**src/rtl/hazard_stall_unit_if.sv**
```systemverilog
// Pipeline-side bundle for the hazard/flush controller: instruction pair and taken-branch
// in, stall/flush/bubble controls and performance counters out.
interface hazard_stall_unit_if #(
  parameter int XLEN  = 32,
  parameter int CNT_W = 16
);
  logic             i_taken_branch;
  logic [XLEN-1:0]  i_if_id_instr;
  logic [XLEN-1:0]  i_id_ex_instr;
  logic             o_stall_if;
  logic             o_stall_id;
  logic             o_bubble_ex;
  logic             o_flush_if_id;
  logic             o_flush_id_ex;
  logic             o_busy;
  logic [CNT_W-1:0] o_stall_cycles;
  logic [CNT_W-1:0] o_flush_events;

  modport master (
    output i_taken_branch, i_if_id_instr, i_id_ex_instr,
    input  o_stall_if, o_stall_id, o_bubble_ex, o_flush_if_id, o_flush_id_ex,
    input  o_busy, o_stall_cycles, o_flush_events
  );

  modport slave (
    input  i_taken_branch, i_if_id_instr, i_id_ex_instr,
    output o_stall_if, o_stall_id, o_bubble_ex, o_flush_if_id, o_flush_id_ex,
    output o_busy, o_stall_cycles, o_flush_events
  );
endinterface

```
**src/rtl/hazard_stall_unit.sv**
```systemverilog
// Load-use stall and taken-branch flush controller for the 5-stage RV32I pipeline.
// Optional saturating stall/flush counters are built only when HZ_PERF_CNT_EN is defined.
module hazard_stall_unit #(
  parameter int XLEN     = 32,
  parameter int LOAD_LAT = 1,
  parameter int CNT_W    = 16
) (
  input  logic                i_clk,
  input  logic                i_rst,
  hazard_stall_unit_if.slave  hz
);
  localparam int CW = $clog2(LOAD_LAT + 1);

  localparam logic [6:0] OP_LOAD   = 7'b0000011;
  localparam logic [6:0] OP_LUI    = 7'b0110111;
  localparam logic [6:0] OP_AUIPC  = 7'b0010111;
  localparam logic [6:0] OP_JAL    = 7'b1101111;
  localparam logic [6:0] OP_OP     = 7'b0110011;
  localparam logic [6:0] OP_STORE  = 7'b0100011;
  localparam logic [6:0] OP_BRANCH = 7'b1100011;

  typedef enum logic [0:0] {IDLE, STALL} state_t;

  state_t          state_q, state_d;
  logic [CW-1:0]   cnt_q, cnt_d;
  logic [XLEN-1:0] prod_w, cons_w;
  logic [6:0]      p_op, c_op;
  logic [4:0]      p_rd, c_rs1, c_rs2;
  logic            prod_ld, use_rs1, use_rs2, hit;
  logic            stall, stall_o, flush_o;
  logic            unused_fields;

  assign prod_w = hz.i_id_ex_instr;
  assign cons_w = hz.i_if_id_instr;
  assign p_op   = prod_w[6:0];
  assign p_rd   = prod_w[11:7];
  assign c_op   = cons_w[6:0];
  assign c_rs1  = cons_w[19:15];
  assign c_rs2  = cons_w[24:20];
  assign unused_fields = ^{prod_w[XLEN-1:12], cons_w[XLEN-1:25], cons_w[14:7]};

  // Only genuine register reads count, so immediates that alias rs1/rs2 never stall
  assign prod_ld = (p_op == OP_LOAD) && (p_rd != 5'd0);
  assign use_rs1 = (c_op != OP_LUI) && (c_op != OP_AUIPC) && (c_op != OP_JAL);
  assign use_rs2 = (c_op == OP_OP) || (c_op == OP_STORE) || (c_op == OP_BRANCH);
  assign hit     = prod_ld && ((use_rs1 && (c_rs1 == p_rd)) || (use_rs2 && (c_rs2 == p_rd)));

  always_ff @(posedge i_clk or negedge i_rst) begin
    if (!i_rst) begin
      state_q <= IDLE;
      cnt_q   <= '0;
    end else begin
      state_q <= state_d;
      cnt_q   <= cnt_d;
    end
  end

  // First stall cycle is Mealy from IDLE; the remaining LOAD_LAT-1 come from STALL
  always_comb begin
    state_d = state_q;
    cnt_d   = cnt_q;
    stall   = 1'b0;
    if (hz.i_taken_branch) begin
      state_d = IDLE;
      cnt_d   = '0;
    end else begin
      unique case (state_q)
        IDLE: begin
          if (hit) begin
            stall = 1'b1;
            if (LOAD_LAT > 1) begin
              state_d = STALL;
              cnt_d   = CW'(LOAD_LAT - 1);
            end
          end
        end
        STALL: begin
          stall = 1'b1;
          cnt_d = cnt_q - CW'(1);
          if (cnt_q == CW'(1)) state_d = IDLE;
        end
        default: begin
          state_d = IDLE;
          cnt_d   = '0;
        end
      endcase
    end
  end

  assign stall_o = stall && i_rst;
  assign flush_o = hz.i_taken_branch && i_rst;

  assign hz.o_stall_if    = stall_o;
  assign hz.o_stall_id    = stall_o;
  assign hz.o_bubble_ex   = stall_o;
  assign hz.o_flush_if_id = flush_o;
  assign hz.o_flush_id_ex = flush_o;
  assign hz.o_busy        = (state_q == STALL);

`ifdef HZ_PERF_CNT_EN
  logic [CNT_W-1:0] stall_cnt_q, stall_cnt_d;
  logic [CNT_W-1:0] flush_cnt_q, flush_cnt_d;

  function automatic logic [CNT_W-1:0] sat_inc(input logic [CNT_W-1:0] v, input logic en);
    return (en && (v != {CNT_W{1'b1}})) ? v + CNT_W'(1) : v;
  endfunction

  always_comb begin
    stall_cnt_d = sat_inc(stall_cnt_q, stall_o);
    flush_cnt_d = sat_inc(flush_cnt_q, flush_o);
  end

  always_ff @(posedge i_clk or negedge i_rst) begin
    if (!i_rst) begin
      stall_cnt_q <= '0;
      flush_cnt_q <= '0;
    end else begin
      stall_cnt_q <= stall_cnt_d;
      flush_cnt_q <= flush_cnt_d;
    end
  end

  assign hz.o_stall_cycles = stall_cnt_q;
  assign hz.o_flush_events = flush_cnt_q;
`else
  assign hz.o_stall_cycles = {CNT_W{1'b0}};
  assign hz.o_flush_events = {CNT_W{1'b0}};
`endif
endmodule
```
**src/flat_wrapper.sv**
```systemverilog
// flat-port wrapper written by rule: the top's interface ports become plain ports
module hazard_stall_unit_flat 
#(
  parameter int XLEN     = 32,
  parameter int LOAD_LAT = 1,
  parameter int CNT_W    = 16
)
  (i_clk, i_rst, hz_i_taken_branch, hz_i_if_id_instr, hz_i_id_ex_instr, hz_o_stall_if, hz_o_stall_id, hz_o_bubble_ex, hz_o_flush_if_id, hz_o_flush_id_ex, hz_o_busy, hz_o_stall_cycles, hz_o_flush_events);
  hazard_stall_unit_if #(.XLEN(XLEN), .CNT_W(CNT_W)) hz_i ();
  input  logic i_clk;
  input  logic i_rst;
  input wire logic [$bits(hz_i.i_taken_branch)-1:0] hz_i_taken_branch;
  input wire logic [$bits(hz_i.i_if_id_instr)-1:0] hz_i_if_id_instr;
  input wire logic [$bits(hz_i.i_id_ex_instr)-1:0] hz_i_id_ex_instr;
  output wire logic [$bits(hz_i.o_stall_if)-1:0] hz_o_stall_if;
  output wire logic [$bits(hz_i.o_stall_id)-1:0] hz_o_stall_id;
  output wire logic [$bits(hz_i.o_bubble_ex)-1:0] hz_o_bubble_ex;
  output wire logic [$bits(hz_i.o_flush_if_id)-1:0] hz_o_flush_if_id;
  output wire logic [$bits(hz_i.o_flush_id_ex)-1:0] hz_o_flush_id_ex;
  output wire logic [$bits(hz_i.o_busy)-1:0] hz_o_busy;
  output wire logic [$bits(hz_i.o_stall_cycles)-1:0] hz_o_stall_cycles;
  output wire logic [$bits(hz_i.o_flush_events)-1:0] hz_o_flush_events;
  assign hz_i.i_taken_branch = hz_i_taken_branch;
  assign hz_i.i_if_id_instr = hz_i_if_id_instr;
  assign hz_i.i_id_ex_instr = hz_i_id_ex_instr;
  assign hz_o_stall_if = hz_i.o_stall_if;
  assign hz_o_stall_id = hz_i.o_stall_id;
  assign hz_o_bubble_ex = hz_i.o_bubble_ex;
  assign hz_o_flush_if_id = hz_i.o_flush_if_id;
  assign hz_o_flush_id_ex = hz_i.o_flush_id_ex;
  assign hz_o_busy = hz_i.o_busy;
  assign hz_o_stall_cycles = hz_i.o_stall_cycles;
  assign hz_o_flush_events = hz_i.o_flush_events;
  hazard_stall_unit #(.XLEN(XLEN), .LOAD_LAT(LOAD_LAT), .CNT_W(CNT_W)) u_core (.i_clk(i_clk), .i_rst(i_rst), .hz(hz_i));
endmodule
```
**config.mk**
```make
export PLATFORM = sky130hd
export DESIGN_NAME = hazard_stall_unit_flat
export DESIGN_NICKNAME = d
export VERILOG_FILES = /design/src/rtl/hazard_stall_unit_if.sv /design/src/rtl/hazard_stall_unit.sv /design/src/flat_wrapper.sv
export SDC_FILE = /design/constraint.sdc
export NUM_CORES = 1
export LEC_CHECK = 0
export ABC_AREA = 0
export CAP_MARGIN = 5
export CORE_ASPECT_RATIO = 1.1
export CORE_MARGIN = 2
export CORE_UTILIZATION = 18
export CTS_BUF_LIST = sky130_fd_sc_hd__clkbuf_16
export DETAILED_ROUTE_END_ITERATION = 12
export MAX_ROUTING_LAYER = met4
export PLACE_DENSITY = 0.8
export SYNTH_ARGS = -nofsm -noshare
export SYNTH_HDL_FRONTEND = slang
export SYNTH_SLANG_ARGS = --single-unit
```
**constraint.sdc**
```tcl
create_clock -name i_clk -period 2.15 [get_ports i_clk]
set_input_delay 0.43 -clock i_clk [delete_from_list [all_inputs] [get_ports i_clk]]
set_output_delay 0.43 -clock i_clk [all_outputs]
set_load 0.1 [all_outputs]
```
==> results of run 1 <==
[sequential cells by signal, summed over array words and instances (netlist names)]
signal and count:
u_core.cnt_q 1, u_core.hz.o_busy 1
[metal layers]
layer  vias to the layer above  track usage  routed length, µm
met3                         5       0.0375                250
met5                         -            -                  0
met1                       238       0.0856                444
met2                        44        0.115                728
li1                        254            -                  -
met4                         0       0.0436                 30
[worst paths after layout]
path	from	to	slack [ns]	cells after the start
max	hz_i_if_id_instr[3]	hz_o_bubble_ex	-0.19	7
min	i_rst	u_core.hz.o_busy$_DFF_PN0_	0.40	1
max reg2reg	u_core.hz.o_busy$_DFF_PN0_	u_core.cnt_q$_DFFE_PN0P_	1.37	2
min reg2reg	u_core.cnt_q$_DFFE_PN0P_	u_core.hz.o_busy$_DFF_PN0_	0.44	1
max in group asynchronous	i_rst	u_core.hz.o_busy$_DFF_PN0_	1.59	1
min in group i_clk	u_core.cnt_q$_DFFE_PN0P_	u_core.hz.o_busy$_DFF_PN0_	0.44	1
[worst max-delay path: stages]
cell       delay [ns]
buf_6            0.09
or3b_4           0.39
nor4_4           0.15
a41oi_2          0.16
a2111oi_4        0.32
buf_6            0.18
buf_12           0.17
[cell families (layout without fill, tap and decap cells)]
family	Yosys count	after routing	synth area share
xor gates and xnor gates	11	11	0.173
buffers and inverters	36	48	0.479
AOI/OAI and AO/OA	4	4	0.0674
and+or+nand+nor	18	18	0.184
other	1	32	0.00674
DFF	2	2	0.0899
[synthesized netlist by cell type]
cell | instances | area share
a2111oi_2 | 1 | 0.027
a21oi_1 | 1 | 0.0090
a41oi_1 | 1 | 0.016
and2_0 | 1 | 0.011
and2_1 | 1 | 0.011
and2b_2 | 1 | 0.016
and3_2 | 1 | 0.013
buf_4 | 35 | 0.47
conb_1 | 1 | 0.0067
dfrtp_1 | 2 | 0.090
inv_1 | 1 | 0.0067
nand2_1 | 3 | 0.020
nand4_1 | 1 | 0.011
nor2_1 | 3 | 0.020
nor3_1 | 2 | 0.018
nor3b_1 | 1 | 0.013
nor4_1 | 2 | 0.022
o2111ai_1 | 1 | 0.016
or3_1 | 1 | 0.011
or3b_1 | 1 | 0.016
xnor2_1 | 3 | 0.047
xor2_1 | 8 | 0.13
[layout by cell type (no fill, tap or decap), drive strengths merged, types with 2 or more instances in the layout]
master	instances
clkdlybuf4s15	3
nor2	3
dfrtp	2
clkdlybuf4s50	2
nor4	2
buf	15
xnor2	3
conb	32
dlygate4sd2	2
dlymetal6s2s	12
nor3	2
nand2	3
xor2	8
and2	2
inv	2
clkbuf	12
[power breakdown]
part	switching [mW]	internal (mW)	leakage [nW]
clock network	0.0460	0.239	0.0423
logic	0.299	0.0667	0.518
registers	0.0000000000000000298	0.0379	0.0263
[repair_timing]
action	in CTS	in global routing
gates resized for setup	37	41
pin swaps	11	19
setup buffers	1	0
setup endpoints to repair	3	3
[through the flow]
stage,total power [mW],util,cell area (µm²)
final,0.689,0.363,1090
after global routing,0.710,0.363,1090
after CTS,0.687,0.345,1030
after detailed placement,0.399,0.308,922
after global placement,0.398,0.308,922
after floorplan,0.364,-,687
[layout make-up]
type	instances	area, µm²	area share
inverter	1	3.75	0.00345
multi-input combinational	65	464	0.427
tap	34	42.5	0.0391
sequential	2	51.3	0.0472
timing repair buffer	43	447	0.411
clock inverter	1	3.75	0.00345
clock buffer	3	75.1	0.0690
==> metrics.yaml, run 1 <==
fillerInstances: 326
fp.dieH_um: 62.3
maxSlewViolCount: 0
antenna_cells: 0
cp.required_ns: 1.72
syn-cell-area_um2: 557
htreeDepth: 1
grt_max_degree: 6
start_kind: "primary input"
synthCells: 72
cts_buffers: 3
cts_buffer_depth: 2
grt_pass1_vias: 458
drive_gt1_frac: 0.374
avgSynthCellArea_um2: 7.73
num_vias: 541
wl_per_cell_um: 9.75
fin_skew_ns: 0.00493
fin_crit_ns: 2.34
io_pins: 105
place_hpwl_mm: 1.10
core-area_mm2: 0.00300
routabilityCongestion: 0.716
yosysUniqueCellTypes: 22
avgViaCountPerCell: 3.63
antenna_found_initial: 0
firstDrtPassIters: 2
crit_fanout: 3
track_usage: 0.0782
final.setup.tns_ns: -0.573
ys_ff_latch: 2
min_path_type: "in -> async"
worst_slack_ns: -0.191
insertion_delay_ns: 0.22
ant_nets: 0
die-area_mm2: 0.00355
syn_to_final_growth_pct: 95.3
fmax_ghz: 0.427
cts_sinks: 2
yosysWarnings: 0
rsz0062_at_grt: "yes"
dp_slack_ns: -0.628
holdWs_ns: 0.397
status: "complete, but fails checks"
fin_cells: 149
numPortBuffers: 37
hold_viol: 0
place_inst: 144
num_rows: 21
hold_buffers: 0
overflow: 0
cts.clk_slew.worst_paths_ns: 0.03
cp-end-kind: "output port"
p_leak_nw: 0.586
power_density_mw_per_mm2: 634
drc: 0
fin_crit_sh: 1.09
worstSetupPathType: "in -> out"
final_nets: 183
cts_tree: "built"
die_width_um: 57.0
drt_iter0_drc: 5
clockRootBuffer: "clkbuf_16"
grt_pass1_wl_mm: 2.10
setup_viol: 3
wl_mm: 1.45
synth_seq_area_share: 0.0899
ir_worst_vdd_uv: 517
violations: "negative setup slack"
max-cap-violations: 0
start_util: 0.186
critical_path_arrival_ns: 1.91
Power figures use the tool's default switching activity.
==> run 2, diff against run 1 <==
--- a/config.mk
+++ b/config.mk
@@ -11,9 +11,10 @@
 export CORE_MARGIN = 2
 export CORE_UTILIZATION = 18
 export CTS_BUF_LIST = sky130_fd_sc_hd__clkbuf_16
+export CTS_CLUSTER_SIZE = 14
 export DETAILED_ROUTE_END_ITERATION = 12
 export MAX_ROUTING_LAYER = met4
-export PLACE_DENSITY = 0.8
+export PLACE_DENSITY = 0.77
 export SYNTH_ARGS = -nofsm -noshare
 export SYNTH_HDL_FRONTEND = slang
 export SYNTH_SLANG_ARGS = --single-unit
==> constraint.sdc (replaced) <==
create_clock -name i_clk -period 2.15 [get_ports i_clk]
set_input_delay 0.3225 -clock i_clk [delete_from_list [all_inputs] [get_ports i_clk]]
set_output_delay 0.3225 -clock i_clk [all_outputs]
set_load 0.1 [all_outputs]
==> run 2 against run 1 <==
The flow still finishes with violations (negative setup slack). Worst setup slack gained 0.13 ns. Hold slack lost 0.11 ns. Final cell count grew 0.67%. Critical path depth is the same. Global-route usage grew 0.70 points. Wire length grew 0.41%. Critical path type unchanged.
==> metrics.yaml, run 2 (synthesis results as in run 1) <==
numPortBuffers: 37
power_density_mw_per_mm2: 642
cts_buffer_depth: 2
ant_nets: 0
fin_crit_ns: 2.21
avgViaCountPerCell: 3.66
fin_skew_ns: 0.00305
setup_viol: 3
fmax_ghz: 0.452
worst_slack_ns: -0.0621
cp.required_ns: 1.83
status: "complete, but fails checks"
grt_pass1_vias: 556
fp.dieH_um: 62.3
path_cells: "clkdlybuf4s50_1, xor2_1, nor2_1, a41oi_2, a2111oi_4, buf_6, buf_12"
io_pins: 105
insertion_delay_ns: 0.22
violations: "negative setup slack"
place_hpwl_mm: 1.18
track_usage: 0.0852
crit_family: "buffers and inverters"
power_mw: 0.695
fin_crit_sh: 1.03
drc: 0
p_leak_nw: 0.515
num_vias: 549
dp_slack_ns: -0.444
final_nets: 184
antenna_cells: 0
final.setup.tns_ns: -0.185
grt_max_degree: 6
post-route-util: 0.361
ir_worst_vdd_uv: 517
clockRootBuffer: "clkbuf_16"
drt_iter0_drc: 3
core-area_mm2: 0.00300
num_rows: 21
overflow: 0
worstSetupPathType: "in -> out"
holdWs_ns: 0.291
min_path_type: "in -> async"
final_common_cell: "conb_1"
syn_to_final_growth_pct: 94.2
cts.clk_slew.worst_paths_ns: 0.03
cts_tree: "built"
crit_buf_inv: 3
cts_sinks: 2
max-cap-violations: 0
start_util: 0.186
drive_gt1_frac: 0.310
worst_path_max_delay_cell: "clkdlybuf4s50_1"
grt_pass1_wl_mm: 2.28
routabilityCongestion: 0.780
wl_per_cell_um: 9.73
die-area_mm2: 0.00355
layout_common_cells: "conb_1, clkdlybuf4s50_1, dlygate4sd2_1"
firstDrtPassIters: 2
rsz0062_at_grt: "yes"
maxSlewViolCount: 0
start_kind: "primary input"
cts_buffers: 3
die_width_um: 57.0
slowest_delay_ns: 0.41
antenna_found_initial: 0
cp-end-kind: "output port"
hold_viol: 0
crit_fanout: 3
htreeDepth: 1
wl_mm: 1.46
critical_path_arrival_ns: 1.89
## run 2: layout make-up
type                    count  area [µm²]
flip-flops and latches      2        51.3
fillers                   314        1910
clock buffers               3        75.1
multi-input cells          65         448
inverters                   1        3.75
clock inverters             1        3.75
repair buffers             44         457
well taps                  34        42.5
## run 2: worst reg2reg max path: stages (launching register included)
cell and delay [ns]:
dfrtp_2 0.43, xnor2_1 0.16, nor2_1 0.05
## run 2: repair_timing
item / CTS / global route
pin swaps: 12 / 7
buffers inserted: 1 / 1
endpoints found under the setup margin: 3 / 3
gates resized for setup: 36 / 14
hold buffers: 0 / 0
## run 2: worst paths after layout
path                                       startpoint                    endpoint  slack [ns]  cells past startpoint
setup reg to reg           u_core.hz.o_busy$_DFF_PN0_    u_core.cnt_q$_DFFE_PN0P_        1.38                      2
max in group asynchronous                       i_rst  u_core.hz.o_busy$_DFF_PN0_        1.69                      1
hold reg to reg              u_core.cnt_q$_DFFE_PN0P_  u_core.hz.o_busy$_DFF_PN0_        0.44                      1
hold / removal                                  i_rst  u_core.hz.o_busy$_DFF_PN0_        0.29                      1
setup / recovery                 hz_i_if_id_instr[21]               hz_o_stall_id       -0.06                      7
min in group i_clk           u_core.cnt_q$_DFFE_PN0P_  u_core.hz.o_busy$_DFF_PN0_        0.44                      1
## run 2: power by group
group	internal, mW	total [mW]	switching, mW	leakage (nW)
logic	0.0718	0.370	0.298	0.447
clock network	0.239	0.287	0.0475	0.0423
registers	0.0379	0.0379	0.0000000000000000277	0.0263
## run 2: per-stage QoR
| step | instance area, µm² | cells |
|---|---|---|
| detailed placement | 922 | 144 |
| finish | 1080 | 150 |
| floorplan | 687 | 103 |
| CTS | 1030 | 149 |
| global placement | 922 | 144 |
| global route | 1080 | 150 |
## run 2: metal layers
metal	routed length [µm]	up-vias	track usage
li1	-	256	-
met1	506	245	0.0820
met2	729	46	0.152
met3	204	2	0.0229
met4	19	0	0.0436
met5	0	-	-
